### config.mk
export PLATFORM = sky130hd
export DESIGN_NAME = dp_memory_arbiter
export DESIGN_NICKNAME = d
export VERILOG_FILES = /design/src/rtl/dp_memory_arbiter.sv
export SDC_FILE = /design/constraint.sdc
export NUM_CORES = 1
export LEC_CHECK = 0
export ABC_AREA = 1
export BUFFER_PORTS_ARGS = -buffer_cell sky130_fd_sc_hd__buf_2
export CAP_MARGIN = 20
export CORE_MARGIN = 3
export CORE_UTILIZATION = 41
export CTS_CLUSTER_SIZE = 40
export DETAILED_ROUTE_END_ITERATION = 6
export PLACE_DENSITY = 0.87
export SYNTH_ARGS = -nofsm -noshare
export SYNTH_HDL_FRONTEND = slang
export SYNTH_SLANG_ARGS = --single-unit
### constraint.sdc
create_clock -name clk_i -period 1.61 [get_ports clk_i]
set_input_delay 0.0805 -clock clk_i [delete_from_list [all_inputs] [get_ports clk_i]]
set_output_delay 0.0805 -clock clk_i [all_outputs]
set_load 0.02 [all_outputs]
### src/rtl/dp_memory_arbiter.sv
// Two-requester arbiter onto a dual-port memory: writes on port A, reads on port B.
// Latency: grant and memory strobes combinational in the handshake cycle; read data one cycle later.
// Backpressure: m*_ready drops for the non-priority requester on same-type or same-address conflicts.
module dp_memory_arbiter #(
    parameter int ADDRESS_WIDTH = 13,
    parameter int DATA_WIDTH    = 32
) (
    input  logic                     clk_i,
    input  logic                     rst_i,

    input  logic                     m0_valid_i,
    output logic                     m0_ready_o,
    input  logic                     m0_we_i,
    input  logic [ADDRESS_WIDTH-1:0] m0_addr_i,
    input  logic [DATA_WIDTH-1:0]    m0_wdata_i,
    output logic                     m0_rvalid_o,
    output logic [DATA_WIDTH-1:0]    m0_rdata_o,

    input  logic                     m1_valid_i,
    output logic                     m1_ready_o,
    input  logic                     m1_we_i,
    input  logic [ADDRESS_WIDTH-1:0] m1_addr_i,
    input  logic [DATA_WIDTH-1:0]    m1_wdata_i,
    output logic                     m1_rvalid_o,
    output logic [DATA_WIDTH-1:0]    m1_rdata_o,

    output logic                     mem_ce_a_o,
    output logic                     mem_we_o,
    output logic [ADDRESS_WIDTH-1:0] mem_addr_a_o,
    output logic [DATA_WIDTH-1:0]    mem_datain_o,
    output logic                     mem_ce_b_o,
    output logic                     mem_re_o,
    output logic [ADDRESS_WIDTH-1:0] mem_addr_b_o,
    input  logic [DATA_WIDTH-1:0]    mem_dataout_i
);

    // Priority pointer: value is the requester that wins the next contended cycle.
    logic ptr_q, ptr_d;
    logic gnt0, gnt1;
    logic wr0, wr1, rd0, rd1;

    // Read-return tracking: one outstanding read per cycle, tagged with its owner.
    logic rd_vld_q, rd_vld_d;
    logic rd_id_q, rd_id_d;
    logic [DATA_WIDTH-1:0] rdata0_q, rdata1_q;

    // Arbitration: a write and a read to different addresses can share the two ports;
    // anything else with both requesters valid goes to the pointer holder and flips it.
    always_comb begin
        gnt0  = 1'b0;
        gnt1  = 1'b0;
        ptr_d = ptr_q;
        if (m0_valid_i && m1_valid_i) begin
            if ((m0_we_i != m1_we_i) && (m0_addr_i != m1_addr_i)) begin
                gnt0 = 1'b1;
                gnt1 = 1'b1;
            end else begin
                gnt0  = ~ptr_q;
                gnt1  = ptr_q;
                ptr_d = ~ptr_q;
            end
        end else begin
            gnt0 = m0_valid_i;
            gnt1 = m1_valid_i;
        end
        if (rst_i) begin
            gnt0  = 1'b0;
            gnt1  = 1'b0;
            ptr_d = 1'b0;
        end
    end

    // Port steering: granted write onto port A, granted read onto port B.
    always_comb begin
        wr0          = gnt0 & m0_we_i;
        wr1          = gnt1 & m1_we_i;
        rd0          = gnt0 & ~m0_we_i;
        rd1          = gnt1 & ~m1_we_i;
        mem_ce_a_o   = wr0 | wr1;
        mem_we_o     = wr0 | wr1;
        mem_addr_a_o = wr1 ? m1_addr_i  : m0_addr_i;
        mem_datain_o = wr1 ? m1_wdata_i : m0_wdata_i;
        mem_ce_b_o   = rd0 | rd1;
        mem_re_o     = rd0 | rd1;
        mem_addr_b_o = rd1 ? m1_addr_i  : m0_addr_i;
        rd_vld_d     = rd0 | rd1;
        rd_id_d      = rd1;
    end

    assign m0_ready_o = gnt0;
    assign m1_ready_o = gnt1;

    // Return path: the memory answers one cycle after the strobe, so data passes straight
    // through in the pulse cycle and is held afterwards. Reset masks a read still in flight.
    always_comb begin
        m0_rvalid_o = rd_vld_q & ~rd_id_q & ~rst_i;
        m1_rvalid_o = rd_vld_q &  rd_id_q & ~rst_i;
        m0_rdata_o  = rst_i ? '0 : (m0_rvalid_o ? mem_dataout_i : rdata0_q);
        m1_rdata_o  = rst_i ? '0 : (m1_rvalid_o ? mem_dataout_i : rdata1_q);
    end

    // State update: pointer, read tracking and held read data.
    always_ff @(posedge clk_i) begin
        if (rst_i) begin
            ptr_q    <= 1'b0;
            rd_vld_q <= 1'b0;
            rd_id_q  <= 1'b0;
            rdata0_q <= '0;
            rdata1_q <= '0;
        end else begin
            ptr_q    <= ptr_d;
            rd_vld_q <= rd_vld_d;
            rd_id_q  <= rd_id_d;
            if (m0_rvalid_o) rdata0_q <= mem_dataout_i;
            if (m1_rvalid_o) rdata1_q <= mem_dataout_i;
        end
    end

endmodule

# Word level (Yosys, flattened, before mapping)
# Index checks and enable logic that the tools add are counted.
# word_totals
regBits	67
inputBits	128
out_inout_bits	130
elab_cells	39
# classes
n_eq_ne	2
n_mux	13
bitwise	16
reduce_logical	3
# op_table
operator	n
$mux W32	5
$mux W13	2
$ne A13 B13 Y1	1
$and A1 B1 Y1	8
$mux W1	6
$not A1 Y1	6
$logic_and A1 B1 Y1	2
$or A1 B1 Y1	2
$reduce_and A2 Y1	1
$ne A1 B1 Y1	1

# Longest topological paths before layout
# Gate-level depths: netlist (run 1).
# depth
word_depth	7
ltp_mapped	13

# Least setup slack after synthesis (run 1)
# No wires, ideal clock.
# synth_path
path_kind	reg-to-reg
start	reg rd_vld_q
end	reg rdata0_q[22]
setup_time_ns	0.230
t_arrival_ns	1.432
required_time_ns	1.380
slack_ns	-0.052
stages_incl_launch_ff	6
period_less_slack_ns	1.662
path_cell_list	dfxtp_1 nand2_1 nor2_1 clkbuf_1 clkbuf_1 o21ai_0
# synth_between
elab_chain_cells	4
# synth_lines
item	line	rtl
from (decl)	43	logic rd_vld_q, rd_vld_d;
from (signal assigned)	112	rd_vld_q <= rd_vld_d;
$and A1 B1 Y1 (2 in a row)	96	m0_rvalid_o = rd_vld_q & ~rd_id_q & ~rst_i;
named net m0_rvalid_o	16	output logic m0_rvalid_o,
$mux W32 (2 in a row)	-	
named net m0_rdata_o[22]	17	output logic [DATA_WIDTH-1:0] m0_rdata_o,
to (signal assigned)	114	if (m0_rvalid_o) rdata0_q <= mem_dataout_i;
to (decl)	45	logic [DATA_WIDTH-1:0] rdata0_q, rdata1_q;
# The timed path passes the listed nets, and every way through them passes these cells.
# A chain may end at the register's enable or synchronous reset.

# Worst setup path after layout (run 1)
# layout_path
start	in m0_addr_i[2]
end	out mem_addr_b_o[5]
# layout_between
elab_chain_cells	7
# layout_lines
item	line	rtl
from (decl)	14	input logic [ADDRESS_WIDTH-1:0] m0_addr_i,
$ne A13 B13 Y1	54	if ((m0_we_i != m1_we_i) && (m0_addr_i != m1_addr_i)) begin
$logic_and A1 B1 Y1	54	
$mux W1	54	
$mux W1	53	if (m0_valid_i && m1_valid_i) begin
$mux W1	66	if (rst_i) begin
$and A1 B1 Y1	78	rd1 = gnt1 & ~m1_we_i;
$mux W13	85	mem_addr_b_o = rd1 ? m1_addr_i : m0_addr_i;
to (decl)	33	output logic [ADDRESS_WIDTH-1:0] mem_addr_b_o,
# No other way between the ends.

==> flow_metrics.tcl, run 1 <==
set metrics [dict create \
    status "complete, but fails checks" \
    violations "DRC, setup timing" \
    routabilityCongestion 1.02 \
    finalSetupViolCount 126 \
    path_clk_slew_ps 80 \
    placed_cell_area_sq_um 5070 \
    path_max_fanout 12 \
    crit_top_cell "nand2_1" \
    async_reset_ff_share_pct 0 \
    synth_common_cells "nand2_1 (284), dfxtp_1 (67), nand4_1 (60)" \
    drv_slew 0 \
    setup.worst_path.class "in -> out" \
    power_mw 5.23 \
    ys_types 21 \
    synth.area.top_cells "dfxtp_1 (37%), nand2_1 (30%), nand4_1 (10%)" \
    fillers 246 \
    fin_crit_ps 2090 \
    hold_viol 0 \
    antenna_found_initial 3 \
    synth_mux_area_share_pct 0 \
    vdd_ir_drop_max_mv 1.00 \
    syn2layout_area_growth_pct 121 \
    yosysTopAreaCell "dfxtp_1" \
    grt_max_degree 69 \
    cts_tree "done" \
    max_stage_delay_ps 180 \
    place_inst 917 \
    worst_setup_path_end_kind "output pin" \
    synth_area_sq_um 3590 \
    syn_inst 577 \
    fin_ws_ps -484 \
    yosys.area_share.simple_pct 48.4 \
    gr-total-overflow 0 \
    fin_util_pct 94.6 \
    htree_num_levels 3 \
    dp_hpwl_um 10500 \
    synth_most_common_cell "nand2_1" \
    fin_tns_setup_ps -25900 \
    synth_top_family_by_area "simple AND/OR/NAND/NOR gates" \
    max_freq_mhz 478 \
    ys_seq_elements 67 \
    initial_utilization_pct 42.9 \
    drc 2 \
    core_sq_um 8380 \
    synth_xor_area_share_pct 0.487 \
    drt-vias-per-instance 6.30 \
    layoutNonFillerInstCount 1000 \
    portBuffers 257 \
    arrival_ps 2010 \
    synth_top_area_share_pct 37.3 \
    final.setup_skew_ps 10.1 \
    synth_fa_ha_area_share_pct 0 \
    via_count 6297 \
    ant_nets 0 \
    synth_edf_count 0 \
    required_ps 1530 \
    fin_area_sq_um 7930 \
    crit_chain "buf_8 -> inv_2 -> nand2_1 -> nand2_1 -> nor2_1 -> nand2_1 -> nor2_1 -> nand2_1 -> nand2_2 -> nand3_4 -> buf_4 -> buf_8 -> clkbuf_16 -> nand4_1 -> nand2_1 -> buf_2" \
    wl_per_cell_um 25.5 \
    insertion_delay_ps 360 \
    rsz0062_at_grt "yes" \
    rows 33 \
    yosys_warnings 0 \
    pre_cts_ws_ps 36.2 \
    root_buffer "clkbuf_8" \
    clock-sinks 67 \
    leakage_nw 4.07 \
    grt_pass1_vias 4670 \
    io_pins 258 \
    fp.dieW_um 99.6 \
    ys.flop_type "dfxtp_1" \
    dr.pass1.iters 7 \
    power.density_nw_per_um2 660 \
    clockBufferDepth 2 \
    crit_path_start_kind "input pin" \
    min_path_type "in -> reg" \
    synth_compound_area_share_pct 4.60 \
    min_period_over_period_pct 130 \
    yosysSeqAreaShare_pct 37.3 \
    drive_above_1_share_pct 61.1 \
    avgSynthCellArea_sq_um 6.23 \
    cp_slowest_cell "nor2_1" \
    maxCapViolCount 0 \
    synth_nets 705 \
    dr.first_iter.drc_count 636 \
    whs_ps 17.2 \
    fp.dieH_um 99.6 \
    cts_buffers 9 \
    grt_pass1_wl_um 24000 \
    worst_pin_slew_ps 485 \
    slew_headroom_pct 67.6 \
    die-area_sq_um 9920 \
    routed_wl_um 25500 \
    grt.total_usage_pct 30.3 \
    layout.nets 1014 \
]
==> critical path: cells and delay by family <==
| kind | cells | cell delay, ps |
|---|---|---|
| simple gates | 10 | 1170 |
| buf+inv | 6 | 750 |
==> cells in the final DEF (no fill, tap or decap), drive strengths merged <==
master	netlist	final
clkinvlp	0	2
xor2	1	1
o21ai	32	32
inv	29	30
diode	0	4
nand4	60	60
nor2	14	14
a21oi	1	1
buf	21	301
nand3	39	40
nand2	285	285
bufinv	0	2
clkinv	1	2
xnor2	1	1
clkbuf	24	22
dlygate4sd3	0	29
or2	2	2
dfxtp	67	67
==> per-layer routing <==
| metal | up-vias | share of wire [%] | track usage [%] |
|---|---|---|---|
| li1 | 2506 | - | - |
| met1 | 2826 | 31 | 34.5 |
| met2 | 702 | 45 | 51.8 |
| met3 | 263 | 14 | 9.75 |
| met4 | 0 | 10 | 13.0 |
| met5 | - | 0 | 0 |
==> cell families (layout without fill, tap and decap cells) <==
logic type,Yosys count,after routing
AND/OR/NAND/NOR,400,401
XOR/XNOR,2,2
flip-flops,67,67
AO/OA/AOI/OAI,33,33
other,0,4
buffers and inverters,75,388
==> path summary, 6_finish.rpt <==
kind / depth (start not counted) / endpoint / startpoint / slack (ps)
hold / removal: 3 / rdata1_q[17] / mem_dataout_i[17] / 20
hold reg to reg: 2 / rdata0_q[11] / rdata0_q[11] / 510
setup reg to reg: 6 / rdata1_q[9] / rd_vld_q / 310
setup / recovery: 16 / mem_addr_b_o[5] / m0_addr_i[2] / -480
==> repair_timing <==
action / in CTS / in global routing
pin swaps: 1 / 38
setup buffers: 1 / 17
hold buffers: 29 / 0
endpoints found under the hold margin: 47 / 0
endpoints found under the setup margin: 25 / 127
gates cloned: 2 / 16
gates resized for setup: 13 / 576
==> report_power, final <==
part           switching [mW]  leakage [nW]  internal [mW]
Sequential             0.0361         0.546           1.72
Clock                   0.743         0.109          0.915
Combinational            1.03          3.42          0.791
Total                    1.81          4.07           3.42
==> sequential cells by signal, indices dropped and copies added, names as in the netlist <==
signal / cells
ptr_q: 1
rdata1_q: 32
rd_id_q: 1
rdata0_q: 32
rd_vld_q: 1
==> cell type report <==
| type | instances | area, sq um | share of cell area, % |
|---|---|---|---|
| Sequential cell | 67 | 1350 | 17.0 |
| Clock buffer | 10 | 138 | 1.74 |
| Tap cell | 105 | 131 | 1.66 |
| Timing Repair Buffer | 342 | 3170 | 40.0 |
| Antenna cell | 4 | 10.0 | 0.126 |
| Multi-Input combinational cell | 436 | 2930 | 37.0 |
| Inverter | 30 | 113 | 1.42 |
| Clock inverter | 6 | 88.8 | 1.12 |
Power figures use the tool's default switching activity.
==> inputs of run 2 (changes only) <==
--- a/config.mk
+++ b/config.mk
@@ -12,6 +12,7 @@
 export CORE_UTILIZATION = 41
 export CTS_CLUSTER_SIZE = 40
 export DETAILED_ROUTE_END_ITERATION = 6
+export GPL_TIMING_DRIVEN = 0
 export PLACE_DENSITY = 0.87
 export SYNTH_ARGS = -nofsm -noshare
 export SYNTH_HDL_FRONTEND = slang
==> flow_metrics.tcl, run 2 (synthesis gave the netlist of run 1 again) <==
set metrics [dict create \
    status "complete, but fails checks" \
    violations "setup timing" \
    fin_area_sq_um 7220 \
    routed_wl_um 23600 \
    dr.first_iter.drc_count 639 \
    rows 33 \
    final_common_cell "nand2_1" \
    crit_path_start_kind "input pin" \
    grt_pass1_vias 5255 \
    ant_nets 0 \
    dp_hpwl_um 11400 \
    vdd_ir_drop_max_mv 0.856 \
    grt.total_usage_pct 33.8 \
    clock-sinks 67 \
    leakage_nw 3.80 \
    min_period_over_period_pct 115 \
    max_freq_mhz 538 \
    fin_ws_ps -249 \
    path_max_fanout 8 \
    path_clk_slew_ps 70 \
    setup.worst_path.start "m0_addr_i[9]" \
    insertion_delay_ps 360 \
    rsz0062_at_grt "yes" \
    reg.largest.list "rdata0_q x32, rdata1_q x32" \
    mostFrequentLayoutCells "nand2_1 (213), buf_2 (135), buf_6 (106), dfxtp_1 (64), nand4_1 (60)" \
    power.density_nw_per_um2 687 \
    root_buffer "clkbuf_8" \
    htree_num_levels 3 \
    worst_setup_path_end_kind "output pin" \
    core_sq_um 8380 \
    slew_headroom_pct 62.4 \
    power_mw 4.96 \
    finalSetupViolCount 121 \
    cts_buffers 9 \
    setup.worst_path.class "in -> out" \
    fin_crit_ps 1860 \
    worst_pin_slew_ps 564 \
    maxCapViolCount 0 \
    drv_slew 0 \
    die-area_sq_um 9920 \
    pre_cts_ws_ps -209 \
    initial_utilization_pct 42.9 \
    fp.dieW_um 99.6 \
    syn2layout_area_growth_pct 101 \
    placed_cell_area_sq_um 5010 \
    worstReg2RegStart "rd_vld_q" \
    clockBufferDepth 2 \
    cts_tree "done" \
    portBuffers 257 \
    required_ps 1530 \
    min_path_type "in -> reg" \
    drt-vias-per-instance 6.04 \
    fp.dieH_um 99.6 \
    final.setup_skew_ps 8.36 \
    via_count 6133 \
    io_pins 258 \
    min_from "mem_dataout_i[1]" \
    antenna_found_initial 4 \
    layout.nets 1034 \
    drive_above_1_share_pct 49.7 \
    grt_max_degree 11 \
    arrival_ps 1780 \
    grt_pass1_wl_um 26300 \
    drc 0 \
    routabilityCongestion 0.976 \
    dr.pass1.iters 5 \
    gr-total-overflow 0 \
    wl_per_cell_um 23.2 \
    hold_viol 0 \
]
==> run 2: changes by cell type in the layout (fill, tap and decap cells not counted), sizes merged <==
cell,change
buf,+9
bufinv,-1
diode,-2
clkinvlp,-2
inv,-1
clkbuf,+11
dlygate4sd3,+2
==> run 2: cell type report <==
class                      count  area [sq um]
timing repair buffer         318          2610
multi-input combinational    436          2410
sequential                    67          1350
fill                         419          1160
buffer                        44           399
clock buffer                  12           165
tap                          105           131
inverter                      30           113
clock inverter                 2          35.0
antenna                        2          5.00
==> run 2: per-stage QoR <==
step	utilization (%)	hold WS (ps)	instances	setup TNS [ps]
after floorplan	-	262	577	0
after global placement	59.8	304	939	-10510
after detailed placement	59.8	305	939	-10230
after CTS	72.7	11.2	998	-793
after global routing	86.1	68.2	1016	-20580
final	86.1	49.6	1016	-11480
==> run 2: critical path, stage by stage <==
cell and delay (ps):
buf_6 110, nor2_1 110, nor2_1 70, nor2_1 170, nand2_1 80, nor2_1 120, nand2_1 80, nand2_2 90
nand3_4 170, buf_8 200, buf_6 130, nand4_1 80, nand2_1 130, buf_6 160
==> run 2: timing repair <==
action                                  in CTS  in global routing
endpoints found under the hold margin       49                  0
pin swaps                                    8                 41
endpoints found under the setup margin     121                125
hold buffers                                31                  0
cloned                                       7                  7
buffers inserted                             8                  9
gates resized for setup                    165                315
==> run 2: report_power, final <==
part           switching (mW)  internal (mW)  leakage, nW
clock network           0.673          0.824        0.104
logic                   0.957          0.751         3.15
registers              0.0341           1.72        0.546
==> run 2: path summary, 6_finish.rpt <==
kind / cells after the start / endpoint / slack, ps
worst max-delay path: 14 / mem_addr_b_o[0] / -250
worst min-delay path: 3 / rdata1_q[1] / 50
worst max register to register: 7 / rdata0_q[22] / 290
worst min register to register: 2 / rdata1_q[10] / 490
==> run 2: metal layers <==
layer  vias up  GRT usage [%]  routed length, um
met1      2732           34.1               6960
li1       2529              -                  -
met4         4           19.4               2360
met2       639           60.3              11100
met5         -              0                 34
met3       229           11.4               3120
==> inputs of run 3 (changes only) <==
--- a/config.mk
+++ b/config.mk
@@ -9,11 +9,13 @@
 export BUFFER_PORTS_ARGS = -buffer_cell sky130_fd_sc_hd__buf_2
 export CAP_MARGIN = 20
 export CORE_MARGIN = 3
-export CORE_UTILIZATION = 41
+export CORE_UTILIZATION = 35
 export CTS_CLUSTER_SIZE = 40
 export DETAILED_ROUTE_END_ITERATION = 6
 export GPL_TIMING_DRIVEN = 0
-export PLACE_DENSITY = 0.87
+export PLACE_DENSITY = 0.76
+export SKIP_CTS_REPAIR_TIMING = 1
 export SYNTH_ARGS = -nofsm -noshare
 export SYNTH_HDL_FRONTEND = slang
 export SYNTH_SLANG_ARGS = --single-unit
+export TNS_END_PERCENT = 50
==> flow_metrics.tcl, run 3 (synthesis gave the netlist of run 1 again) <==
set metrics [dict create \
    rr_worst_depth 7 \
    layout.nets 1034 \
    io_pins 258 \
    rr_endpoint "rdata0_q[25]" \
    min_path_type "in -> reg" \
    endpoint "mem_datain_o[30]" \
    final.setup_skew_ps 15.7 \
    crit_chain "buf_2 -> nor2_1 -> nor2_1 -> nor2_1 -> nand2_1 -> nor2_1 -> nand2_2 -> nand2_4 -> nand3_4 -> buf_6 -> buf_8 -> nand4_1 -> nand2_1 -> buf_6" \
    max_freq_mhz 580 \
    arrival_ps 1640 \
    mostFrequentLayoutCells "nand2_1 (186), buf_2 (142), buf_6 (115), nand2_2 (81), dfxtp_1 (64)" \
    root_buffer "clkbuf_8" \
    wl_per_cell_um 18.3 \
    ant_nets 0 \
    fin_crit_ps 1720 \
    cp_slowest_cell "buf_6" \
    vdd_ir_drop_max_mv 0.726 \
    setup.worst_path.class "in -> out" \
    clockBufferDepth 2 \
    r2r_setup_slack_ps 270 \
    whs_ps -7.07 \
    dp_hpwl_um 11000 \
    initial_utilization_pct 36.4 \
    gr-total-overflow 0 \
    routabilityCongestion 0.908 \
    worst_setup_path_end_kind "output pin" \
    max_stage_delay_ps 180 \
    final_common_cell "nand2_1" \
    rsz0062_at_grt "yes" \
    min_from "mem_dataout_i[10]" \
    syn2layout_area_growth_pct 106 \
    drive_above_1_share_pct 54.1 \
    grt_pass1_wl_um 21000 \
    min_period_over_period_pct 107 \
    cts_buffers 9 \
    power.density_nw_per_um2 644 \
    drt-vias-per-instance 5.26 \
    reg.largest.list "rdata0_q x32, rdata1_q x32" \
    routed_wl_um 19200 \
    via_count 5493 \
    antenna_found_initial 2 \
    dr.first_iter.drc_count 455 \
    maxCapViolCount 0 \
    leakage_nw 3.87 \
    seq_area_sq_um 1350 \
    fillers 657 \
    htree_num_levels 3 \
    finalSetupViolCount 66 \
    pre_cts_ws_ps -227 \
    die-area_sq_um 11500 \
    worst_pin_slew_ps 610 \
    slew_headroom_pct 59.3 \
    insertedDiodeCount 0 \
    setup.worst_path.start "m1_addr_i[9]" \
    core_sq_um 9860 \
    crit_top_cell "nor2_1" \
    violations "hold timing, setup timing" \
    path_max_fanout 5 \
    required_ps 1530 \
    portBuffers 257 \
    grt.total_usage_pct 22.9 \
    drv_slew 0 \
    hold_viol 1 \
    dr.pass1.iters 6 \
    worstReg2RegStart "rd_vld_q" \
    cts_tree "done" \
    multi_input_area_sq_um 2550 \
    fin_ws_ps -114 \
    insertion_delay_ps 350 \
    grt_pass1_vias 4189 \
    drc 0 \
    clock-sinks 67 \
    rows 36 \
    status "complete, but fails checks" \
    fp.dieH_um 107 \
    crit_path_start_kind "input pin" \
    fp.dieW_um 107 \
    path_clk_slew_ps 80 \
    grt_max_degree 13 \
]
[run 3: layout make-up]
type	instances	area share (%)
Clock inverter	5	0.491
Multi-Input combinational cell	438	34.5
Buffer	45	5.38
Inverter	30	1.52
Timing Repair Buffer	315	35.6
Sequential cell	67	18.2
Clock buffer	11	2.05
Tap cell	133	2.25
[run 3: metal layers]
metal / routed length [um] / global-route usage, %
met1: 6640 / 26.3
met2: 9840 / 40.7
met3: 1820 / 5.94
met4: 828 / 8.13
met5: 17 / 0
[run 3: how the worst min path moves through the flow]
stage / to / slack [ps] / cells past startpoint
6_report: rdata1_q[10] / -7 / 3
5_1_grt: rdata0_q[24] / 4 / 3
4_1_cts: rdata1_q[14] / -50 / 3
3_5_place_dp: rdata1_q[14] / 310 / 3
3_3_place_gp: rdata1_q[31] / 310 / 3
2_1_floorplan: rd_vld_q / 260 / 2
[run 3: metrics by stage]
stage               area [sq um]  util (%)  total power, mW  TNS, ps  cells
floorplan                   3590         -             2.36        0    577
global placement            5050      51.2             2.84    -9560    967
finish                      7400      75.0             4.77    -2310   1044
global route                7400      75.0             4.91   -11110   1044
detailed placement          5050      51.2             2.84    -9050    967
CTS                         5240      53.1             4.13   -32480    983
[run 3: critical path: cells and delay by family]
family,cells,cell delay (ps)
and+or+nand+nor,10,990
buffers and inverters,4,570
[run 3: power breakdown]
part | internal, mW | leakage, nW | total, mW | switching (mW)
sequential | 1.72 | 0.546 | 1.74 | 0.0255
clock | 0.645 | 0.0880 | 1.34 | 0.695
combinational | 0.765 | 3.23 | 1.68 | 0.918
